$ cat src/rtl/hazard_control_unit.sv
// Hazard control unit for a 5-stage pipeline with branches resolved in ID.
// It detects RAW hazards between the ID instruction and the ID/EX
// instruction, stalls the front end for one or two cycles, flushes IF/ID on
// taken branches and jumps, and keeps saturating stall/flush counters.
//
// Handshake-free block: all outputs are level signals valid every cycle.
// A stall cycle means pc_write_o=0, if_id_write_o=0, bubble_o=1 and
// if_id_flush_o=0. A stall always wins over a flush.
//
// dbg_state / dbg_rem expose the FSM state and the remaining-stall counter.
module hazard_control_unit (
    input  logic        clk,
    input  logic        reset,
    input  logic [4:0]  id_rs_i,
    input  logic [4:0]  id_rt_i,
    input  logic        id_uses_rt_i,
    input  logic        id_branch_i,
    input  logic        id_branch_taken_i,
    input  logic        id_jmp_i,
    input  logic [4:0]  ex_write_reg_i,
    input  logic        ex_reg_write_i,
    input  logic        ex_mem_read_i,
    input  logic        clear_cnt_i,
    output logic        pc_write_o,
    output logic        if_id_write_o,
    output logic        bubble_o,
    output logic        if_id_flush_o,
    output logic [15:0] stall_cnt_o,
    output logic [15:0] flush_cnt_o,
    output logic        dbg_state,
    output logic [1:0]  dbg_rem
);

    typedef enum logic {
        RUN   = 1'b0,
        STALL = 1'b1
    } state_t;

    state_t     state;
    logic [1:0] rem;

    logic       match;
    logic [1:0] demand;

    // Register match and stall demand (0, 1 or 2 cycles) from the current ID/EX pair.
    always_comb begin
        match  = (ex_write_reg_i != 5'd0) &&
                 ((ex_write_reg_i == id_rs_i) ||
                  (id_uses_rt_i && (ex_write_reg_i == id_rt_i)));
        demand = 2'd0;
        if (match) begin
            if (id_branch_i && ex_mem_read_i) begin
                // Load result is not available until after MEM; branch compares in ID.
                demand = 2'd2;
            end else if (id_branch_i && ex_reg_write_i) begin
                // ALU result reaches ID one cycle too late for the branch compare.
                demand = 2'd1;
            end else if (!id_branch_i && ex_mem_read_i) begin
                // Classic load-use: one bubble, then forwarding covers it.
                demand = 2'd1;
            end
        end
    end

    // Pipeline control outputs; reset and any stall share the same safe values.
    always_comb begin
        pc_write_o    = 1'b0;
        if_id_write_o = 1'b0;
        bubble_o      = 1'b1;
        if_id_flush_o = 1'b0;
        if (reset && (state == RUN) && (demand == 2'd0)) begin
            pc_write_o    = 1'b1;
            if_id_write_o = 1'b1;
            bubble_o      = 1'b0;
            if_id_flush_o = id_jmp_i | (id_branch_i & id_branch_taken_i);
        end
    end

    // Stall sequencer: RUN evaluates demand, STALL counts down the remaining cycles.
    always_ff @(posedge clk or negedge reset) begin
        if (!reset) begin
            state <= RUN;
            rem   <= 2'd0;
        end else begin
            case (state)
                RUN: begin
                    if (demand != 2'd0) begin
                        rem   <= demand - 2'd1;
                        state <= (demand > 2'd1) ? STALL : RUN;
                    end
                end
                STALL: begin
                    rem <= (rem == 2'd0) ? 2'd0 : rem - 2'd1;
                    if (rem <= 2'd1) begin
                        state <= RUN;
                    end
                end
                default: begin
                    state <= RUN;
                    rem   <= 2'd0;
                end
            endcase
        end
    end

    // Saturating performance counters; clear wins over increment.
    always_ff @(posedge clk or negedge reset) begin
        if (!reset) begin
            stall_cnt_o <= 16'd0;
            flush_cnt_o <= 16'd0;
        end else if (clear_cnt_i) begin
            stall_cnt_o <= 16'd0;
            flush_cnt_o <= 16'd0;
        end else begin
            if (bubble_o && (stall_cnt_o != 16'hFFFF)) begin
                stall_cnt_o <= stall_cnt_o + 16'd1;
            end
            if (if_id_flush_o && (flush_cnt_o != 16'hFFFF)) begin
                flush_cnt_o <= flush_cnt_o + 16'd1;
            end
        end
    end

    assign dbg_state = state;
    assign dbg_rem   = rem;

endmodule

$ cat config.mk
export PLATFORM = sky130hd
export DESIGN_NAME = hazard_control_unit
export DESIGN_NICKNAME = d
export VERILOG_FILES = /design/src/rtl/hazard_control_unit.sv
export SDC_FILE = /design/constraint.sdc
export NUM_CORES = 1
export LEC_CHECK = 0
export ABC_AREA = 1
export ABC_CLOCK_PERIOD_IN_PS = 4300
export BUFFER_PORTS_ARGS = -buffer_cell sky130_fd_sc_hd__buf_2
export CAP_MARGIN = 20
export CORE_MARGIN = 4
export CORE_UTILIZATION = 35
export CTS_CLUSTER_SIZE = 25
export DETAILED_ROUTE_END_ITERATION = 10
export SLEW_MARGIN = 20
export SYNTH_ARGS = -nofsm -noshare
export SYNTH_HDL_FRONTEND = slang
export SYNTH_SLANG_ARGS = --single-unit
$ cat constraint.sdc
create_clock -name clk -period 4.3 [get_ports clk]
set_input_delay 0 -clock clk [delete_from_list [all_inputs] [get_ports clk]]
set_output_delay 0 -clock clk [all_outputs]
set_load 0.1 [all_outputs]
==> results.ini <==
[setup_path]
required_ps = 4480
path_class = reg2reg
cp-end-kind = flop
cp_max_fo = 10
cp-start-kind = flop
cp.arrival_ps = 2090

[power]
powerDensity_mw_per_mm2 = 285.5
p_leak_uw = 0.001512
vdd_ir_drop_max_v = 0.0002314

[timing]
skew_ps = 4.003
period_minus_slack_ps = 1904
relSlewSlack_pct = 53.87
worst_slew_pin_slew_ps = 691.2
slew_violations = 0
max_freq_mhz = 525.1
fin_tns_setup_ps = 0
grt_setup_unrepaired = no
post-route-period-util_pct = 44.29
hold_violations = 0
finalSetupViolations = 0

[drt]
finalWirelength_um = 5956
vias = 2360
via_per_inst = 4.758
drt_first_pass_iters = 4
wire_per_inst_um = 12.01
drtAntennaViolNets = 0
initialDrtViolationCount = 143
drc = 0

[grt]
antenna_found_initial = 0
gr-total-overflow = 0
grt_max_degree = 37
grtUsageTotal_pct = 14.97
grt_pass1_vias = 2283
grt_pass1_wl_um = 10400

[floorplanning]
die-area_mm2 = 0.008214
coreArea_mm2 = 0.006495
die_h_um = 90.63
fp.dieW_um = 90.63
initial_core_util_pct = 36.79
pin_count = 63
num_rows = 29

[finish]
layout.nets = 445
drive_above_1_share_pct = 20.76
fillCellCount = 677
diodes = 0
syn_to_final_growth_pct = 20.26
final_cells = 496

[logic_synthesis]
avgSynthCellArea_um2 = 6.770
postSynth.asyncResetShare_pct = 100.0
ys_seq_elements = 35
ys_seq_area_share_pct = 36.65
synth_nets = 380
syn_inst = 353
synth_cell_types = 29
synth-main-ff-cell = dfrtp_1
yosysTopAreaCell = dfrtp_1
synth.area.top_cells = dfrtp_1 37%, nand2_1 19%, nor2_1 6.8%
synth_top_area_share_pct = 36.65
netlist_area_mm2 = 0.002390
synth-edff-count = 0
ys_warn_count = 0

[cts]
clk_latency_ps = 280
clk_pin_slew_ps = 70
clockRootBuffer = clkbuf_8
post-cts-setup-buffers = 0
cts_resized = 0
cts_buffers = 5
clockBufferDepth = 2
cts_tree = yes
hold_buffers = 1
clock_sinks = 35
cts_max_level = 2

[place]
place_congestion = 0.8581
place_inst = 487
io_buffer_count = 62
hpwl_um = 4518

[job]
maxCapViolCount = 0

[min_path]
hold_class = in2reg

[run_status]
status = completed

critical path, cell delays in order, from the launching register on:
cell and delay, ps:
dfrtp_1 410, ha_1 210, nand3_1 140, nor3_2 200, nand3_1 130, nand2_2 180
nand2_2 180, inv_2 220, nand2_1 70, o31ai_1 60
layout by cell type, fill, tap and decap left out, types with 7 or more instances in the layout:
| cell | n |
|---|---|
| clkbuf_8 | 7 |
| inv_1 | 36 |
| nand4_1 | 9 |
| buf_2 | 62 |
| xor2_1 | 14 |
| dfrtp_1 | 35 |
| nor2_1 | 43 |
| nand2_1 | 121 |
| nor3_1 | 12 |
| o21ai_0 | 18 |
| nand3_1 | 28 |
metal layers:
metal | global-route usage, % | vias to the layer above | routed length, µm
li1 | - | 1246 | -
met3 | 3.250 | 4 | 397
met5 | 0 | - | 0
met4 | 4.337 | 0 | 62
met2 | 25.08 | 67 | 2585
met1 | 19.30 | 1043 | 2910
cell families (layout without fill, tap and decap cells):
family                   after synthesis  after routing  share of synthesized area (%)
buffers and inverters                 44            110                          7.644
AND/OR/NAND/NOR                      227            227                          41.68
AO/OA/AOI/OAI                         27             27                          6.230
XOR/XNOR                              17             17                          6.231
flip-flops                            35             35                          36.65
adder cells (fa/ha/maj)                3              3                          1.571
worst paths after layout:
path / start / end / slack [ps] / cells after the start
max: flush_cnt_o[0] / flush_cnt_o[8] / 2400 / 9
min: ex_mem_read_i / dbg_state / 70 / 3
max reg2reg: flush_cnt_o[0] / flush_cnt_o[8] / 2400 / 9
min reg2reg: flush_cnt_o[1] / flush_cnt_o[1] / 540 / 2
max in group asynchronous: reset / flush_cnt_o[8] / 3680 / 3
min in group asynchronous: reset / flush_cnt_o[13] / 290 / 3
final cells by class:
type / instances / area [µm²] / share of cell area (%)
Multi-Input combinational cell: 274 / 1331 / 46.32
Tap cell: 77 / 96.34 / 3.352
Timing Repair Buffer: 64 / 327.8 / 11.41
Inverter: 38 / 142.6 / 4.963
Sequential cell: 35 / 875.8 / 30.47
Clock buffer: 8 / 100.1 / 3.483
through the flow:
step | setup WS, ps | total power, µW | area (µm²) | hold WS, ps | utilization (%)
5_1_grt | 2161 | 862.5 | 2874 | 83.94 | 44.25
4_1_cts | 2369 | 834.2 | 2874 | 58.15 | 44.25
3_3_place_gp | 2305 | 568.2 | 2764 | 76.54 | 42.55
6_report | 2396 | 820.5 | 2874 | 74.07 | 44.25
3_5_place_dp | 2311 | 568.1 | 2764 | 78.17 | 42.55
2_1_floorplan | 748.7 | 518.9 | 2390 | -295.6 | -
sequential cells by signal, indices dropped and copies added (netlist names):
signal       count
dbg_state        1
flush_cnt_o     16
dbg_rem          2
stall_cnt_o     16
synthesized netlist by cell type (2+ instances only):
cell / number
nand2_2: 3
a21oi_1: 3
ha_1: 3
inv_1: 36
nor2_4: 3
xor2_1: 14
dfrtp_1: 35
or2_2: 2
nand3_1: 28
inv_2: 2
o21ai_0: 18
nor2_1: 43
nor3_1: 12
o31ai_1: 2
nor2_2: 3
xnor2_1: 3
o21bai_1: 2
buf_2: 2
nand4_1: 9
nand2_1: 121
power breakdown:
part,internal (µW),switching (µW)
sequential,341,14.3
combinational,36.5,169
clock,146,113
total,524,297
Power figures use the tool's default switching activity.
